--- config.mk ---
export PLATFORM = sky130hd
export DESIGN_NAME = gate_unit_arbiter
export DESIGN_NICKNAME = d
export VERILOG_FILES = /design/src/rtl/gate_unit_arbiter.sv
export SDC_FILE = /design/constraint.sdc
export NUM_CORES = 1
export LEC_CHECK = 0
export CAP_MARGIN = 10
export CORE_UTILIZATION = 45
export CTS_BUF_LIST = sky130_fd_sc_hd__clkbuf_4 sky130_fd_sc_hd__clkbuf_8
export DETAILED_ROUTE_END_ITERATION = 8
export PLACE_DENSITY = 0.81
export SKIP_LAST_GASP = 1
export SLEW_MARGIN = 25
export SYNTH_ARGS = -nofsm -noshare
export SYNTH_HDL_FRONTEND = slang
export SYNTH_SLANG_ARGS = --single-unit
--- constraint.sdc ---
create_clock -name clk -period 2.7 [get_ports clk]
set_input_delay 0.54 -clock clk [delete_from_list [all_inputs] [get_ports clk]]
set_output_delay 0.54 -clock clk [all_outputs]
set_load 0.02 [all_outputs]
--- src/rtl/gate_unit_arbiter.sv ---
// gate_unit_arbiter
// -----------------------------------------------------------------------------
// Shares one bit-serial 2:1-mux gate cell between two requesters. An idle
// controller picks a winner round-robin, latches its opcode and operands,
// and then walks the mux cell over the operand bits LSB first, one bit per
// cycle. The assembled result is returned with a one-cycle tagged strobe.
//
// Ports
//   clk        rising-edge clock
//   rst        synchronous, active-high reset
//   req0/req1  request levels, sampled only while idle
//   op0/op1    3-bit opcodes (0 AND,1 OR,2 NOT,3 XOR,4 XNOR,5 NAND,6 NOR,7 see below)
//   a0/b0,a1/b1  W-bit operands
//   gnt        one-hot registered grant pulse
//   busy       high whenever the controller is not idle
//   rsp_valid  one-cycle result strobe
//   rsp_id     requester index of the result
//   rsp_data   W-bit result, held until the next strobe
//   err        illegal-opcode pulse (only when GATE_ARB_ERR_EN is defined)
//
// Build option GATE_ARB_ERR_EN: opcode 7 becomes illegal; it is granted but
// skips the bit-serial pass and answers with err and zero data in cycle 2.
// Without it, opcode 7 passes operand a through with normal latency.
// -----------------------------------------------------------------------------
module gate_unit_arbiter #(
   parameter int W = 8
) (
   input  logic         clk,
   input  logic         rst,
   input  logic         req0,
   input  logic [2:0]   op0,
   input  logic [W-1:0] a0,
   input  logic [W-1:0] b0,
   input  logic         req1,
   input  logic [2:0]   op1,
   input  logic [W-1:0] a1,
   input  logic [W-1:0] b1,
   output logic [1:0]   gnt,
   output logic         busy,
   output logic         rsp_valid,
   output logic         rsp_id,
   output logic [W-1:0] rsp_data
`ifdef GATE_ARB_ERR_EN
   ,
   output logic         err
`endif
);

   localparam int CW = (W > 1) ? $clog2(W) : 1;
   localparam logic [CW-1:0] LAST = CW'(W - 1);

   localparam logic [1:0] IDLE = 2'd0;
   localparam logic [1:0] RUN  = 2'd1;
   localparam logic [1:0] DONE = 2'd2;

   logic [1:0]    state_q, state_d;
   logic [CW-1:0] cnt_q, cnt_d;
   logic          rr_q, rr_d;
   logic          id_q, id_d;
   logic [2:0]    op_q, op_d;
   logic [W-1:0]  a_q, a_d;
   logic [W-1:0]  b_q, b_d;
   logic [W-1:0]  res_q, res_d;
   logic [1:0]    gnt_q, gnt_d;
   logic          rsp_valid_q, rsp_valid_d;
   logic          rsp_id_q, rsp_id_d;
   logic [W-1:0]  rsp_data_q, rsp_data_d;
`ifdef GATE_ARB_ERR_EN
   logic          err_q, err_d;
   logic          pend_q, pend_d;
`endif

   logic          win;
   logic [2:0]    win_op;
   logic          cell_sel;
   logic          cell_in0;
   logic          cell_in1;
   logic          cell_out;

   // The shared gate cell: operand a drives the mux select and the per-opcode
   // constants or b/~b drive the data legs. NOT is the one case where b
   // itself is the select, since a is ignored.
   always_comb begin
      cell_sel = a_q[cnt_q];
      cell_in0 = 1'b0;
      cell_in1 = 1'b1;
      case (op_q)
         3'd0: begin cell_in0 = 1'b0;          cell_in1 = b_q[cnt_q];  end
         3'd1: begin cell_in0 = b_q[cnt_q];    cell_in1 = 1'b1;        end
         3'd2: begin cell_sel = b_q[cnt_q];    cell_in0 = 1'b1; cell_in1 = 1'b0; end
         3'd3: begin cell_in0 = b_q[cnt_q];    cell_in1 = ~b_q[cnt_q]; end
         3'd4: begin cell_in0 = ~b_q[cnt_q];   cell_in1 = b_q[cnt_q];  end
         3'd5: begin cell_in0 = 1'b1;          cell_in1 = ~b_q[cnt_q]; end
         3'd6: begin cell_in0 = ~b_q[cnt_q];   cell_in1 = 1'b0;        end
         default: begin cell_in0 = 1'b0;       cell_in1 = 1'b1;        end
      endcase
      cell_out = cell_sel ? cell_in1 : cell_in0;
   end

   // Winner selection: with both requesting the round-robin pointer decides,
   // otherwise whichever single requester is high wins.
   always_comb begin
      win    = (req0 && req1) ? rr_q : req1;
      win_op = win ? op1 : op0;
   end

   // Controller next-state logic. Pulse outputs default low every cycle;
   // the response fields hold their value between strobes.
   always_comb begin
      state_d     = state_q;
      cnt_d       = cnt_q;
      rr_d        = rr_q;
      id_d        = id_q;
      op_d        = op_q;
      a_d         = a_q;
      b_d         = b_q;
      res_d       = res_q;
      gnt_d       = 2'b00;
      rsp_valid_d = 1'b0;
      rsp_id_d    = rsp_id_q;
      rsp_data_d  = rsp_data_q;
`ifdef GATE_ARB_ERR_EN
      err_d       = 1'b0;
      pend_d      = pend_q;
`endif
      case (state_q)
         IDLE: begin
            if (req0 || req1) begin
               id_d    = win;
               op_d    = win_op;
               a_d     = win ? a1 : a0;
               b_d     = win ? b1 : b0;
               gnt_d   = win ? 2'b10 : 2'b01;
               rr_d    = ~win;
               cnt_d   = '0;
               res_d   = '0;
               state_d = RUN;
`ifdef GATE_ARB_ERR_EN
               // An illegal opcode is still granted but never runs the cell.
               if (win_op == 3'd7) begin
                  state_d = DONE;
                  pend_d  = 1'b1;
               end
`endif
            end
         end
         RUN: begin
            res_d[cnt_q] = cell_out;
            if (cnt_q == LAST) begin
               state_d     = DONE;
               rsp_valid_d = 1'b1;
               rsp_id_d    = id_q;
               rsp_data_d  = res_d;
            end else begin
               cnt_d = cnt_q + 1'b1;
            end
         end
         DONE: begin
`ifdef GATE_ARB_ERR_EN
            // The illegal-opcode path spends one DONE cycle raising the
            // strobe so that err and rsp_valid appear in cycle 2.
            if (pend_q) begin
               pend_d      = 1'b0;
               rsp_valid_d = 1'b1;
               err_d       = 1'b1;
               rsp_id_d    = id_q;
               rsp_data_d  = '0;
            end else begin
               state_d = IDLE;
            end
`else
            state_d = IDLE;
`endif
         end
         default: state_d = IDLE;
      endcase
   end

   // State registers with synchronous reset; an in-flight operation is
   // simply dropped.
   always_ff @(posedge clk) begin
      if (rst) begin
         state_q     <= IDLE;
         cnt_q       <= '0;
         rr_q        <= 1'b0;
         id_q        <= 1'b0;
         op_q        <= 3'd0;
         a_q         <= '0;
         b_q         <= '0;
         res_q       <= '0;
         gnt_q       <= 2'b00;
         rsp_valid_q <= 1'b0;
         rsp_id_q    <= 1'b0;
         rsp_data_q  <= '0;
`ifdef GATE_ARB_ERR_EN
         err_q       <= 1'b0;
         pend_q      <= 1'b0;
`endif
      end else begin
         state_q     <= state_d;
         cnt_q       <= cnt_d;
         rr_q        <= rr_d;
         id_q        <= id_d;
         op_q        <= op_d;
         a_q         <= a_d;
         b_q         <= b_d;
         res_q       <= res_d;
         gnt_q       <= gnt_d;
         rsp_valid_q <= rsp_valid_d;
         rsp_id_q    <= rsp_id_d;
         rsp_data_q  <= rsp_data_d;
`ifdef GATE_ARB_ERR_EN
         err_q       <= err_d;
         pend_q      <= pend_d;
`endif
      end
   end

   assign gnt       = gnt_q;
   assign busy      = (state_q != IDLE);
   assign rsp_valid = rsp_valid_q;
   assign rsp_id    = rsp_id_q;
   assign rsp_data  = rsp_data_q;
`ifdef GATE_ARB_ERR_EN
   assign err       = err_q;
`endif

endmodule

# ---- After elaboration in Yosys (flattened, before gate mapping)
# Index checks and enable logic that the tools add are counted.
# Widths: inputs -> output; s select.
dict set report totals {
  ff_bits 46
  latchBits 0
  ramBits 0
  mem_bits_ro 0
  input_bits 42
  out_inout_bits 13
  word_cells 76
  mem_count 0
}
dict set report op_classes {
  addsub 1
  mul 0
  div_mod_pow 0
  order_cmp 2
  n_eq_ne 11
  shifts 0
  muxes 25
  bitwise 5
  n_reduce_logical 20
}
# operator n
set op_table {}
lappend op_table {{$mux 8} 3}
lappend op_table {{$pmux 8 s2} 1}
lappend op_table {{$reduce_or 2->1} 7}
lappend op_table {{$eq 3x3->1 const B} 4}
lappend op_table {{$mux 3} 3}
lappend op_table {{$bwmux 8} 1}
lappend op_table {{$reduce_and 2->1} 4}
lappend op_table {{$mux 1} 7}
lappend op_table {{$bmux 1 s3} 2}
lappend op_table {{$eq 3x2->1 const B} 2}
lappend op_table {{$mux 2} 3}
lappend op_table {{$ne 2x2->1 const B} 3}
lappend op_table {{$pmux 1 s3} 2}
lappend op_table {{$pmux 3 s2} 1}
lappend op_table {{$not 1->1} 5}
lappend op_table {{$lt 3x4->1 const B} 1}
lappend op_table {{$pmux 2 s2} 1}
lappend op_table {{$reduce_bool 2->1} 2}
lappend op_table {{$add 3x1->3 const B} 1}
lappend op_table {{$demux 1 s3} 1}
lappend op_table {{$eq 3x1->1 const B} 1}
lappend op_table {{$ge 3x1->1 const B} 1}
lappend op_table {{$logic_not 3->1} 1}
lappend op_table {{$reduce_and 3->1} 1}
lappend op_table {{5 further kinds} 6}

# ---- Logic depth before layout (Yosys ltp)
dict set report depth {
  ltp_word 7
  mapped_depth 9
  depth_no_buf 8
}

# ---- Worst setup path before layout
# Ideal clock, no wire load.
dict set report synth_path {
  kind {reg2reg}
  start {reg cnt_q[0]}
  end {reg res_q[0]}
  setup_time_ns 0.125
  t_arrival_ns 2.034
  required_ns 2.575
  path_slack_ns 0.541
  stages_incl_launch_ff 8
  path_buffers 1
  synth_period_minus_slack_ns 2.159
  path_cell_list {dfxtp_1 buf_6 mux4_2 mux2i_4 nor3b_1 a311o_1 a21oi_4 o31ai_2}
}
dict set report synth_via {
  elab_chain_len 7
  word_cells_on_any_way 16
  classes_between {order compare: 2; mux: 12; bitwise: 1; reduce/logical: 1}
}
# element line_no
set synth_rtl {}
lappend synth_rtl {{start, declared} 57} ;# logic [CW-1:0] cnt_q, cnt_d;
lappend synth_rtl {{start signal, assigned} 201} ;# cnt_q <= cnt_d;
lappend synth_rtl {{$bmux 1 s3} --}
lappend synth_rtl {{$mux 1 (not written as such)} --}
lappend synth_rtl {{$not 1->1} --}
lappend synth_rtl {{$pmux 1 s3} 87} ;# case (op_q)
lappend synth_rtl {{$mux 1} 97} ;# cell_out = cell_sel ? cell_in1 : cell_in0;
lappend synth_rtl {{$bwmux 8 (*)} 148} ;# res_d[cnt_q] = cell_out;
lappend synth_rtl {{$pmux 8 s2 (*)} 126} ;# case (state_q)
lappend synth_rtl {{end signal, assigned} 207} ;# res_q <= res_d;
lappend synth_rtl {{end, declared} 63} ;# logic [W-1:0] res_q, res_d;
# Every way passes the cells marked *; elsewhere a longest branch is shown, timed or not. The select of a mux whose other input is x is not followed.
# A chain may end at the register's enable or synchronous reset.

# ---- Worst setup path in the final report
dict set report layout_path {
  start {reg cnt_q[0]}
  end {reg res_q[5]}
}
# The elaborated chain is that of the path after synthesis.

==> impl_metrics.yaml <==
logic_synthesis:
  synthArstFlopShare: 0
  synth_commonest_cells: "dfxtp_1, nand2_1, nor2_1, a222oi_1, inv_1"
  ys_seq_elements: 46
  synth_seq_area_share: 0.399
  synthFlopType: "dfxtp_1"
  synth_edf_count: 0
  netlist.top_cell.by_area: "dfxtp_1"
  mappedNetlistArea_sq_um: 2310
  synth_most_common_cell: "dfxtp_1"
  syn_nets: 297
  synth_area_leaders: "dfxtp_1, a222oi_1, o31ai_2"
  ys_warn_count: 0
  yosysUniqueCellTypes: 44
  synth.avg_cell_area_sq_um: 9.12
  synth_top_cell_area_share: 0.399
  synth_cells: 253
sta:
  clock.fmax_mhz: 420
  finalHoldViolCount: 0
  rsz0062_at_grt: "no"
  finalSetupViolations: 0
  period_minus_slack_ns: 2.38
  relSlewSlack: 0.512
  tns_ns: 0
  tightest_slew_ns: 0.726
  maxSlewViolCount: 0
  finalCritPeriodShare: 0.882
  skew_ns: 0.00444
clock_network:
  cts_buffers: 5
  cts_setup_buffers: 0
  cts_tree: "yes"
  cts_sinks: 46
  root_buffer: "clkbuf_8"
  h-tree-depth: 2
  clock_latency_ns: 0.30
  path_clk_slew_ns: 0.08
  ctsHoldBuffers: 0
  clk_path_buf_depth: 2
global_routing:
  grt_pass1_vias: 1961
  antenna_found_initial: 0
  grt-ovfl-total: 0
  grt_usage: 0.211
  grt_first_pass_wirelength_mm: 8.72
  grt_max_degree: 20
placement:
  hpwl_mm: 3.89
  place.gp.congestion: 0.792
  numPortBuffers: 54
setup_path:
  cp-start-kind: "flop"
  cp.arrival_ns: 2.58
  required_ns: 2.90
  cp-end-kind: "flop"
  crit_fanout: 18
  path_class: "reg -> reg"
power:
  power_mw: 1.47
  intPower_mw: 1.07
  p_clk_frac: 0.305
  p_sw_frac: 0.272
  p_sw_mw: 0.399
  seq_power_share: 0.507
  leakagePower_nw: 1.20
  power.density_nw_per_um2: 493
  power_frac_comb: 0.188
  peakVddDrop_mv: 0.293
die:
  die_w_microns: 73.6
  die_h_microns: 73.6
  row_count: 25
  ios: 55
  fp.dieArea_sq_um: 5420
  core_sq_um: 4820
  start_util: 0.479
layout:
  nFillCells: 442
  antenna_cells: 0
  final_nets: 349
  drive_above_1_share: 0.137
  synthToLayoutAreaGrowth_pct: 29.2
route:
  drc: 0
  vias: 2100
  wirelength_mm: 5.38
  drtIter0Drc: 239
  first_pass_iters: 7
  antenna_left: 0
  routedWlPerCell_microns: 14.4
  viasPerCell: 5.63
min_path:
  hold_path.class: "reg -> reg"
status:
  outcome: "finished, final reports clean"
job:
  max_cap_violations: 0
[registers in the layout, indices dropped and copies added, names as in the netlist]
signal     count
b_q            8
a_q            8
cnt_q          3
rr_q           1
rsp_valid      1
op_q           3
gnt            2
rsp_id         1
res_q          8
state_q        2
rsp_data       8
id_q           1
[power groups by stage]
stage	Combinational [mW]	Sequential [mW]	Clock, mW
after floorplan	0.184	0.746	0
after global placement	0.268	0.759	0
after detailed placement	0.276	0.759	0
after CTS	0.276	0.743	0.454
after global routing	0.300	0.749	0.486
final	0.277	0.744	0.448
[per-stage QoR]
step | cells | util | instance area, sq um | setup slack, ns | hold slack (ns)
floorplan | 253 | - | 2310 | 0.541 | 0.425
global placement | 365 | 0.597 | 2880 | 0.130 | 0.436
detailed placement | 365 | 0.599 | 2880 | 0.102 | 0.441
CTS | 373 | 0.618 | 2980 | 0.0926 | 0.457
global route | 373 | 0.619 | 2980 | 0.127 | 0.490
finish | 373 | 0.619 | 2980 | 0.319 | 0.455
[final timing paths]
kind,startpoint,end,slack [ns],cells past startpoint
worst max-delay path,cnt_q[0],res_q[5],0.32,6
worst min-delay path,id_q,rsp_id,0.45,2
worst max register to register,cnt_q[0],res_q[5],0.32,6
worst min register to register,id_q,rsp_id,0.45,2
[worst max-delay path: stages (launching register included)]
cell     delay [ns]
dfxtp_2        0.54
mux4_1         0.64
mux2i_4        0.25
nor3b_1        0.24
a311o_1        0.24
a21oi_4        0.14
o41ai_2        0.23
[final cells by class]
| class | instances | area [sq um] | share of cell area |
|---|---|---|---|
| clock buffers | 7 | 90.1 | 0.0302 |
| clock inverters | 1 | 5.00 | 0.00168 |
| inverters | 19 | 71.3 | 0.0239 |
| multi-input cells | 169 | 1190 | 0.400 |
| flip-flops and latches | 46 | 922 | 0.309 |
| well taps | 67 | 83.8 | 0.0281 |
| repair buffers | 64 | 616 | 0.207 |
[cell families after synthesis]
logic type               count (synthesis)  synth area share
AND/OR/NAND/NOR                         86             0.182
AO/OA/AOI/OAI                           73             0.253
flip-flops                              46             0.399
buffers and inverters                   38            0.0868
multiplexers                             7            0.0645
adder cells (fa/ha/maj)                  2            0.0108
XOR/XNOR                                 1           0.00380
[layout by cell type, fill, tap and decap left out, drive strengths merged, types with 2 or more instances in the layout]
master | Yosys | layout
buf | 2 | 10
a21o | 2 | 2
a22oi | 7 | 7
and2 | 6 | 6
a31oi | 6 | 6
mux2i | 3 | 3
dfxtp | 46 | 46
nor2 | 20 | 20
nand3b | 2 | 2
and3 | 2 | 2
o21ai | 10 | 10
nand3 | 17 | 17
ha | 2 | 2
clkdlybuf4s50 | 0 | 54
or2 | 2 | 2
mux4 | 4 | 4
o31ai | 7 | 7
nand2 | 24 | 24
or2b | 2 | 2
a222oi | 19 | 19
clkbuf | 16 | 7
nor3 | 4 | 4
inv | 19 | 19
a21oi | 17 | 17
[metal layers]
layer  track usage  routed length [microns]  up-vias
met5             0                        0        -
met4        0.0919                      103        0
met3        0.0439                      336       11
met2         0.340                     2510       86
met1         0.272                     2430      969
li1              -                        -     1034
[repair_timing]
action | CTS | global route
endpoints found under the hold margin | 0 | 0
setup endpoints to repair | 0 | 15
resized for setup | 0 | 1
No activity file was read; power rests on OpenSTA's default activity.
==> RTL change (same flow settings) <==
`W`: 8 -> 4.
--- a/src/rtl/gate_unit_arbiter.sv
+++ b/src/rtl/gate_unit_arbiter.sv
@@ -23,7 +23,7 @@
 // Without it, opcode 7 passes operand a through with normal latency.
 // -----------------------------------------------------------------------------
 module gate_unit_arbiter #(
-   parameter int W = 8
+   parameter int W = 4
 ) (
    input  logic         clk,
    input  logic         rst,
Ports: changed (5 resized); port bits go from 55 to 35. No check against the original RTL was run, so the function may have changed too.
==> RTL change against the unedited design <==
Sequential cell count down 18. Sequential share of layout area increased by 1.8 points. Synthesized area fell by 43%. Utilization up 0.15 points. Final area shrank 43%. Worst setup slack better by 200 ps. Clock skew decreased by 2.7 ps. Total power down 37%. Routed wire length down 48%. Combinational power decreased by 31%. Worst hold slack better by 11 ps. Critical endpoint is now rsp_data[2]$_SDFFE_PP0P_.
==> RTL change: results <==
metrics = {
    "status": {
        "status": "complete, no violations",
    },
    "global_routing": {
        "grtUsageTotal": 0.1917,
        "grt_pass1_wl_um": 4740,
        "grt_pass1_vias": 1119,
        "use_met2": 0.3588,
    },
    "synth": {
        "synthAdderAreaFrac": 0.04676,
        "syn_inst": 143,
        "seq_area_frac_synth": 0.4275,
        "synth.area.top_cells": "dfxtp_1 (43%), a222oi_1 (8.4%), nor2_1 (7.4%), nand2_1 (4.6%), ha_1 (3.8%)",
        "synthTopCellsByCount": "dfxtp_1 (28), nor2_1 (26), nand2_1 (16)",
        "mappedNetlistNets": 173,
    },
    "worst_setup_path": {
        "cp_top_family": "compound AO/OA/AOI/OAI gates",
        "max_stage_delay_ps": 600,
        "slowest_stage": "mux4_2",
        "crit_arrival_ps": 2420,
    },
    "min_path": {
        "hold_path_startpoint": "rsp_data[0]$_SDFFE_PP0P_",
        "min_to": "rsp_data[0]$_SDFFE_PP0P_",
    },
    "final_layout": {
        "drive_gt1_frac": 0.09605,
        "fin_nets": 208,
    },
    "clock_network": {
        "clockRootBuffer": "clkbuf_4",
        "clkLatencyLatePin_ps": 330,
        "cts_inserted_buffers": 3,
    },
    "placement": {
        "numPortBuffers": 34,
        "placed_area_mm2": 0.001658,
        "dpl.cell_count": 204,
    },
    "route": {
        "drt-total-wl_um": 2806,
        "wl_met2_um": 1477,
    },
}
[RTL change: changes by cell type after synthesis, sizes merged, moves of 5 or more]
cell | before | now
dfxtp | 46 | 28
a21oi | 17 | 3
nand3 | 17 | 3
inv | 19 | 6
clkbuf | 16 | 5
a222oi | 19 | 11
nand2 | 24 | 16
o31ai | 7 | 0
a31oi | 6 | 0
nor2 | 20 | 26
a22oi | 7 | 2
nor2b | 1 | 6
[RTL change: power by group]
group	switching [mW]	internal, mW
clock	0.127	0.150
sequential	0.0192	0.437
combinational	0.0902	0.101
total	0.236	0.688
[RTL change: area by class of cell]
type | instances | area (µm²)
clock inverters | 1 | 30.03
multi-input cells | 101 | 665.6
clock buffers | 3 | 22.52
inverters | 6 | 22.52
repair buffers | 38 | 370.4
fillers | 245 | 1047
well taps | 31 | 38.79
flip-flops and latches | 28 | 560.5
[RTL change: worst reg2reg max path, cell delays in order (launching register included)]
cell	delay, ps
dfxtp_1	520
mux4_2	600
a2bb2oi_1	570
nand2_1	120
o22ai_1	160
o21ai_0	110
